File: src/rtl/alu_pkg.sv
// ---------------------------------------------------------------------------
// alu_pkg
//   Shared definitions for the ALU datapath blocks.
//   - NIBBLE_W     : width of one adder slice (4 bits).
//   - nsa_state_t  : state encoding of the nibble-serial adder sequencer
//                    (NSA_IDLE=0, NSA_RUN=1, NSA_DONE=2).
//   - nsa_overflow : two's-complement overflow rule for an addition whose
//                    second operand has already been conditionally inverted.
// ---------------------------------------------------------------------------
package alu_pkg;

    localparam int NIBBLE_W = 4;

    typedef enum logic [1:0] {
        NSA_IDLE = 2'd0,
        NSA_RUN  = 2'd1,
        NSA_DONE = 2'd2
    } nsa_state_t;

    // Overflow happens when both addends share a sign and the sum's sign differs.
    function automatic logic nsa_overflow(input logic a_msb,
                                          input logic b_msb,
                                          input logic sum_msb);
        return (a_msb == b_msb) && (sum_msb != a_msb);
    endfunction

endpackage

File: src/rtl/full_adder_4.sv
// ---------------------------------------------------------------------------
// full_adder_4
//   4-bit ripple-carry adder slice, purely combinational.
//   Ports:
//     S   : output [3:0] sum bits
//     C_O : output       carry out of bit 3
//     A   : input  [3:0] addend A
//     B   : input  [3:0] addend B
//     C_I : input        carry into bit 0
// ---------------------------------------------------------------------------
module full_adder_4 (
    output logic [3:0] S,
    output logic       C_O,
    input  logic [3:0] A,
    input  logic [3:0] B,
    input  logic       C_I
);

    logic [4:0] c;

    always_comb begin
        c    = '0;
        S    = '0;
        c[0] = C_I;
        for (int i = 0; i < 4; i++) begin
            S[i]   = A[i] ^ B[i] ^ c[i];
            c[i+1] = (A[i] & B[i]) | (c[i] & (A[i] ^ B[i]));
        end
        C_O = c[4];
    end

endmodule

File: src/rtl/nibble_serial_adder.sv
// ---------------------------------------------------------------------------
// nibble_serial_adder
//   Iterative WIDTH-bit adder/subtractor that reuses a single full_adder_4
//   slice, one nibble per clock, least significant nibble first.
//
//   Parameters:
//     WIDTH     : operand/result width, a multiple of 4 and at least 8.
//
//   Ports:
//     clk       : input        rising-edge clock
//     rst       : input        asynchronous active-high reset
//     start     : input        request an operation (ignored while busy)
//     sub       : input        0 = a+b, 1 = a-b (captured with start)
//     a, b      : input  [W]   operands (captured with start)
//     busy      : output       operation in progress
//     done      : output       one-cycle pulse, result and flags valid
//     result    : output [W]   sum/difference, held until the next start
//     carry_out : output       MSB-nibble carry (for sub: 1 = no borrow)
//     overflow  : output       two's-complement signed overflow
//     zero      : output       result == 0 (only with NSA_ZERO_FLAG_EN)
//
//   Build option:
//     NSA_ZERO_FLAG_EN : when defined, adds the zero output and its detector.
//
//   Handshake: start is accepted on any rising edge where busy=0 (IDLE or
//   DONE state); the operands and sub are captured on that edge. busy is
//   high for the WIDTH/4 cycles that follow, then done pulses high for
//   exactly one cycle. A start during busy is dropped without touching the
//   captured operands; a start during the done cycle begins the next
//   operation immediately.
// ---------------------------------------------------------------------------
module nibble_serial_adder
    import alu_pkg::*;
#(
    parameter int WIDTH = 32
) (
    input  logic             clk,
    input  logic             rst,
    input  logic             start,
    input  logic             sub,
    input  logic [WIDTH-1:0] a,
    input  logic [WIDTH-1:0] b,
    output logic             busy,
    output logic             done,
    output logic [WIDTH-1:0] result,
    output logic             carry_out,
    output logic             overflow
`ifdef NSA_ZERO_FLAG_EN
    ,
    output logic             zero
`endif
);

    localparam int NIBBLES = WIDTH / NIBBLE_W;
    localparam int STEP_W  = $clog2(NIBBLES);
    localparam int IDX_W   = STEP_W + 2;

    localparam logic [STEP_W-1:0] LAST_STEP = STEP_W'(NIBBLES - 1);

    nsa_state_t state;
    nsa_state_t state_next;

    logic [WIDTH-1:0]    a_q;
    logic [WIDTH-1:0]    b_q;      // already inverted for subtraction
    logic                carry_q;
    logic [STEP_W-1:0]   step;

    logic                accept;
    logic                last_step;
    logic [IDX_W-1:0]    bit_idx;
    logic [3:0]          slice_a;
    logic [3:0]          slice_b;
    logic [3:0]          slice_s;
    logic                slice_co;
    logic [WIDTH-1:0]    result_shift;

    // ------------------------------------------------------------------
    // Control decode
    // ------------------------------------------------------------------
    assign accept    = start && (state != NSA_RUN);
    assign last_step = (state == NSA_RUN) && (step == LAST_STEP);
    assign busy      = (state == NSA_RUN);
    assign done      = (state == NSA_DONE);

    // Bit offset of the current nibble: step * 4.
    assign bit_idx = {step, 2'b00};
    assign slice_a = a_q[bit_idx +: NIBBLE_W];
    assign slice_b = b_q[bit_idx +: NIBBLE_W];

    // New nibble enters at the top; after the last step the first nibble
    // has travelled down to bit 0.
    assign result_shift = {slice_s, result[WIDTH-1:NIBBLE_W]};

    full_adder_4 u_slice (
        .S   (slice_s),
        .C_O (slice_co),
        .A   (slice_a),
        .B   (slice_b),
        .C_I (carry_q)
    );

    // ------------------------------------------------------------------
    // FSM
    // ------------------------------------------------------------------
    always_ff @(posedge clk or posedge rst) begin
        if (rst) begin
            state <= NSA_IDLE;
        end else begin
            state <= state_next;
        end
    end

    always_comb begin
        state_next = state;
        case (state)
            NSA_IDLE: begin
                if (start) begin
                    state_next = NSA_RUN;
                end
            end
            NSA_RUN: begin
                if (step == LAST_STEP) begin
                    state_next = NSA_DONE;
                end
            end
            NSA_DONE: begin
                state_next = start ? NSA_RUN : NSA_IDLE;
            end
            default: begin
                state_next = NSA_IDLE;
            end
        endcase
    end

    // ------------------------------------------------------------------
    // Operand capture, step counter, carry and result shift register.
    // Subtraction is a + ~b + 1: b is inverted at capture and the +1 is
    // the initial carry.
    // ------------------------------------------------------------------
    always_ff @(posedge clk or posedge rst) begin
        if (rst) begin
            a_q       <= '0;
            b_q       <= '0;
            carry_q   <= 1'b0;
            step      <= '0;
            result    <= '0;
            carry_out <= 1'b0;
            overflow  <= 1'b0;
        end else if (accept) begin
            a_q     <= a;
            b_q     <= b ^ {WIDTH{sub}};
            carry_q <= sub;
            step    <= '0;
        end else if (state == NSA_RUN) begin
            result  <= result_shift;
            carry_q <= slice_co;
            step    <= step + 1'b1;
            if (last_step) begin
                carry_out <= slice_co;
                overflow  <= nsa_overflow(a_q[WIDTH-1], b_q[WIDTH-1], slice_s[3]);
            end
        end
    end

`ifdef NSA_ZERO_FLAG_EN
    always_ff @(posedge clk or posedge rst) begin
        if (rst) begin
            zero <= 1'b0;
        end else if (last_step) begin
            zero <= (result_shift == '0);
        end
    end
`endif

endmodule

File: config.mk
export PLATFORM = sky130hd
export DESIGN_NAME = nibble_serial_adder
export DESIGN_NICKNAME = d
export VERILOG_FILES = /design/src/rtl/alu_pkg.sv /design/src/rtl/full_adder_4.sv /design/src/rtl/nibble_serial_adder.sv
export SDC_FILE = /design/constraint.sdc
export NUM_CORES = 1
export LEC_CHECK = 0
export ABC_AREA = 0
export CAP_MARGIN = 20
export CORE_ASPECT_RATIO = 1.5
export CORE_MARGIN = 2
export CORE_UTILIZATION = 55
export CTS_CLUSTER_SIZE = 20
export DETAILED_ROUTE_END_ITERATION = 10
export GPL_ROUTABILITY_DRIVEN = 0
export GPL_TIMING_DRIVEN = 0
export MAX_ROUTING_LAYER = met4
export PLACE_DENSITY = 0.86
export SLEW_MARGIN = 20
export SYNTH_ARGS = -nofsm -noshare
export SYNTH_HDL_FRONTEND = slang
export SYNTH_SLANG_ARGS = --single-unit
File: constraint.sdc
create_clock -name clk -period 9 [get_ports clk]
set_input_delay 0.9 -clock clk [delete_from_list [all_inputs] [get_ports clk]]
set_output_delay 0.9 -clock clk [all_outputs]
set_load 0.005 [all_outputs]
# After elaboration in Yosys (flattened, before gate mapping)
# Cells that the tools add are included.
[word_totals]
ff_bits = 104
input_bits = 68
output_inout_bits = 36
wordCells = 57
[op_classes]
bitwise_logic = 22
n_reduce_logical = 8
n_shift = 2
n_eq_ne = 8
muxes = 8
addsub = 1
[op_table]
columns = ["operator", "n"]
rows = [
  ["indexed part select 32 x 6 -> 4 bit", 2],
  ["bitwise XOR 32 bit", 1],
  ["AND 1 bit", 8],
  ["bitwise XOR 1 bit", 8],
  ["2-to-1 mux 3 bit", 2],
  ["case mux 2 bit (3 select lines)", 1],
  ["2-to-1 mux 2 bit", 2],
  ["inequality test 2 x 1 -> 1 bit (second input constant)", 2],
  ["bitwise OR 1 bit", 4],
  ["AND reduction 2 bit", 2],
  ["adder 3 x 1 -> 3 bit (second input constant)", 1],
  ["equality test 3 bit (second input constant)", 1],
  ["logical AND 1 bit", 3],
  ["2-to-1 mux 1 bit", 3],
  ["AND reduction 3 bit", 1],
  ["equality test 2 x 1 -> 1 bit (second input constant)", 1],
  ["equality test 2 bit (second input constant)", 1],
  ["zero test 2 bit", 1],
  ["inequality test 2 bit (second input constant)", 1],
  ["nonzero test 2 bit", 1],
  ["equality test 1 bit", 1],
  ["inequality test 1 bit", 1],
  ["inverter 1 bit", 1],
]

# Depth between registers and ports, before layout
[logic_depth]
ltp_word = 12
mapped_depth = 12
mapped_depth_nobuf = 11

# Cells and area by module
# A second synthesis with hierarchy kept.
[unflattened]
cells_unflattened = 424
hier_area_um2 = 4880.9
[modules_own_cells]
columns = ["module", "seq_area_each_um2", "area_per_inst_um2", "instances", "cells_each"]
rows = [
  ["nibble_serial_adder", 2602.5, 4763.3, 1, 410],
  ["full_adder_4", 0.0, 117.6, 1, 14],
]

# Worst setup path after synthesis
# Ideal clock, no wire load.
[synth_path]
kind = "flip-flop to flip-flop"
from = "register step[0]"
to = "register overflow"
period_less_slack_ns = 3.301
setup_slack_ns = 5.699
required_ns = 8.918
arrival_time_ns = 3.219
stages_incl_launch_ff = 13
n_path_buf = 1
setup_time_ns = 0.082
path_cell_list = "dfrtp_1 buf_6 mux4_1 mux2_2 fa_1 inv_1 fa_1 inv_1 fa_1 inv_1 fa_1 or3_1 a31oi_1"
[synth_via]
elab_chain_len = 11
elab_cells_between_ends = 21
cone_classes = "eq/ne: 2; shift: 2; bitwise: 14; reduce/logical: 3"
[synth_rtl]
columns = ["element", "line", "text"]
rows = [
  ["start, declared", "nibble_serial_adder.sv:66", "logic [STEP_W-1:0] step;"],
  ["start signal, assigned", "nibble_serial_adder.sv:157", "step <= step + 1'b1;"],
  ["indexed part select 32 x 6 -> 4 bit, on equally long branches", "nibble_serial_adder.sv:87, nibble_serial_adder.sv:88", ""],
  ["bitwise XOR 1 bit", "full_adder_4.sv:27", "c[i+1] = (A[i] & B[i]) | (c[i] & (A[i] ^ B[i]));"],
  ["AND 1 bit", "full_adder_4.sv:27", ""],
  ["bitwise OR 1 bit", "full_adder_4.sv:27", ""],
  ["AND 1 bit", "full_adder_4.sv:27", ""],
  ["bitwise OR 1 bit", "full_adder_4.sv:27", ""],
  ["AND 1 bit", "full_adder_4.sv:27", ""],
  ["bitwise OR 1 bit", "full_adder_4.sv:27", ""],
  ["bitwise XOR 1 bit", "full_adder_4.sv:26", "S[i] = A[i] ^ B[i] ^ c[i];"],
  ["inequality test 1 bit", "alu_pkg.sv:24", "return (a_msb == b_msb) && (sum_msb != a_msb);"],
  ["logical AND 1 bit", "alu_pkg.sv:24", ""],
  ["end signal, assigned", "nibble_serial_adder.sv:160", "overflow <= nsa_overflow(a_q[WIDTH-1], b_q[WIDTH-1], slice_s[3]);"],
  ["end, declared", "nibble_serial_adder.sv:47", "output logic overflow"],
]
# Several ways; a longest one is shown, not always the timed one.
# A chain may end at the register's enable or synchronous reset.

# Final worst setup path
# Ends and elaborated chain as after synthesis.

==> flow_metrics.tcl <==
set metrics [dict create \
    p_int_uw 1450 \
    critical_path_class "flip-flop to flip-flop" \
    grt_util_all_layers_pct 26.4 \
    avgSynthCellArea_sq_um 11.5 \
    clock-skew-final_ns 0.00537 \
    drt-wirelength-per-cell_microns 17.6 \
    max_slew_margin_pct 56.3 \
    syn_to_final_growth_pct 31.4 \
    ys_types 28 \
    synthCells 415 \
    outcome "completed" \
    hp-class "flip-flop to flip-flop" \
    layout_min_cycle_time_ns 3.58 \
    rsz0062_at_grt "false" \
    peakVddDrop_v 0.000186 \
    hold_buffers 0 \
    p_seq_share_pct 37.5 \
    grt_pass1_vias 3737 \
    setup_viol 0 \
    ys_ff_latch 104 \
    max_cap_violations 0 \
    numClockSinks 104 \
    hpwlAfterDp_microns 8320 \
    ys_top_cells_by_area "dfrtp_1, mux2_2, nand2_1" \
    cp-start-kind "flip-flop" \
    cts_resized 0 \
    seq_area_frac_synth_pct 54.3 \
    core_sq_um 8410 \
    end_kind "flip-flop" \
    use_met1_pct 29.6 \
    antenna_found_initial 0 \
    numCtsBuffers 9 \
    synth_warnings 0 \
    power_density_nw_per_um2 354 \
    vias 3564 \
    wirelength_microns 11300 \
    clk_pin_slew_ns 0.07 \
    sw_frac_of_total_pct 35.1 \
    synth_top_area_share_pct 54.3 \
    comb_power_share_pct 44.2 \
    finalHoldViolCount 0 \
    grt-ovfl-total 0 \
    grt_max_degree 64 \
    fin_crit_sh_pct 39.8 \
    crit_arrival_ns 3.86 \
    cts_buffer_depth 2 \
    die_w_microns 80.2 \
    vias_per_cell 5.56 \
    final_nets 603 \
    final_cell_mix "dfrtp_1, clkdlybuf4s50_1, nand2_1, o21ai_0, mux2_2" \
    htree_levels 3 \
    grt_util_met3_pct 3.74 \
    drt_pass1_iterations 4 \
    diodes 0 \
    drt-initial-drc-count 242 \
    fmax_mhz 279 \
    slew_violations 0 \
    syn-cell-area_sq_um 4790 \
    tns_ns 0 \
    layout_commonest_cell "dfrtp_1" \
    crit_required_ns 9.28 \
    dieHeight_microns 118 \
    initial_core_util_pct 56.9 \
    crit_fanout 9 \
    cts_root_buf "clkbuf_16" \
    cts_tree "yes" \
    switching_power_uw 783 \
    worst_slew_pin_slew_ns 0.655 \
    die-area_sq_um 9490 \
    io_pins 104 \
    grt_use_met2_pct 44.8 \
    postCtsSetupBuffers 0 \
    p_leak_uw 0.00272 \
    yosysTopAreaCell "dfrtp_1" \
    clkPwrFrac_pct 18.3 \
    worstSkewPairLatency_ns 0.35 \
    fin_util_pct 74.8 \
    placement_rows 41 \
    ant_nets 0 \
    grt_pass1_wl_microns 18300 \
    syn_nets 489 \
    port_buffers 102 \
    drive_gt1_share_pct 15.4 \
    top_usage_layer "met2" \
    drc 0 \
    hold-worst-slack_ns 0.497 \
]
## cell usage after synthesis, drive strengths merged
cell type / n
a211oi: 1
a21oi: 2
a31oi: 1
buf: 15
clkbuf: 14
dfrtp: 104
fa: 4
ha: 2
inv: 7
mux2: 36
mux2i: 4
mux4: 16
nand2: 98
nand2b: 1
nand3: 4
nand3b: 1
nor2: 1
nor2b: 2
o21ai: 68
o22ai: 1
or3: 1
xnor2: 32
## path summary, 6_finish.rpt
path                                        from                     to  slack, ns  cells past startpoint
hold reg to reg            result[1]$_DFFE_PP0P_  result[1]$_DFFE_PP0P_       0.50                      2
min in group asynchronous                    rst     a_q[2]$_DFFE_PP0P_       0.93                      2
setup / recovery             step[0]$_DFFE_PP0P_   overflow$_DFFE_PP0P_       5.42                     12
hold / removal             result[1]$_DFFE_PP0P_  result[1]$_DFFE_PP0P_       0.50                      2
setup reg to reg             step[0]$_DFFE_PP0P_   overflow$_DFFE_PP0P_       5.42                     12
max in group asynchronous                    rst    b_q[20]$_DFFE_PP0P_       7.44                      3
## layer usage
metal	up-vias	share of wire (%)	wire [microns]
met2	122	55	6140
met5	-	0	0
met1	1769	37	4200
met3	29	3.8	424
met4	0	4.3	486
li1	1644	-	-
## area by class of cell
| type | count | area (sq um) |
|---|---|---|
| clock inverters | 5 | 63.8 |
| fillers | 570 | 2120 |
| plain buffers | 29 | 148 |
| repair buffers | 103 | 1050 |
| multi-input cells | 275 | 2010 |
| well taps | 107 | 134 |
| inverters | 7 | 31.3 |
| clock buffers | 11 | 253 |
| flip-flops and latches | 104 | 2600 |
## critical path, stage by stage, from the launching register on
cell and delay (ns):
dfrtp_1 0.37, buf_6 0.18, mux4_1 0.58, mux2_2 0.32
fa_1 0.39, inv_1 0.07, fa_1 0.17, inv_1 0.06
fa_1 0.35, inv_1 0.07, fa_1 0.44, or3_1 0.33
a31oi_1 0.17
## sequential cells by signal (all words and copies together), names as in the netlist
register / count
state: 2
b_q: 32
carry_q: 1
overflow: 1
step: 3
a_q: 32
carry_out: 1
result: 32
## through the flow
| step | cells | power (uW) | instance area (sq um) | worst slack, ns |
|---|---|---|---|---|
| 2_1_floorplan | 415 | 1430 | 4790 | 5.37 |
| 3_3_place_gp | 624 | 1750 | 5940 | 4.03 |
| 4_1_cts | 641 | 2240 | 6290 | 5.41 |
| 3_5_place_dp | 625 | 1830 | 5980 | 5.41 |
| 6_report | 641 | 2230 | 6290 | 5.42 |
| 5_1_grt | 641 | 2380 | 6290 | 5.24 |
## kinds of logic after synthesis
kind of cell	Yosys count	share of synthesized area, %
XOR/XNOR	32	5.85
AO/OA/AOI/OAI	73	7.73
AND/OR/NAND/NOR	108	8.96
buffers and inverters	36	3.63
adder cells (fa/ha/maj)	6	2.19
multiplexers	56	17.3
flip-flops	104	54.3
## power groups by stage
stage | registers (uW) | logic [uW] | clock network (uW)
after global placement | 824 | 931 | 0
after CTS | 834 | 996 | 412
after detailed placement | 839 | 986 | 0
after floorplan | 801 | 627 | 0
after global routing | 860 | 1090 | 431
final | 836 | 985 | 407
Power figures use the tool's default switching activity.
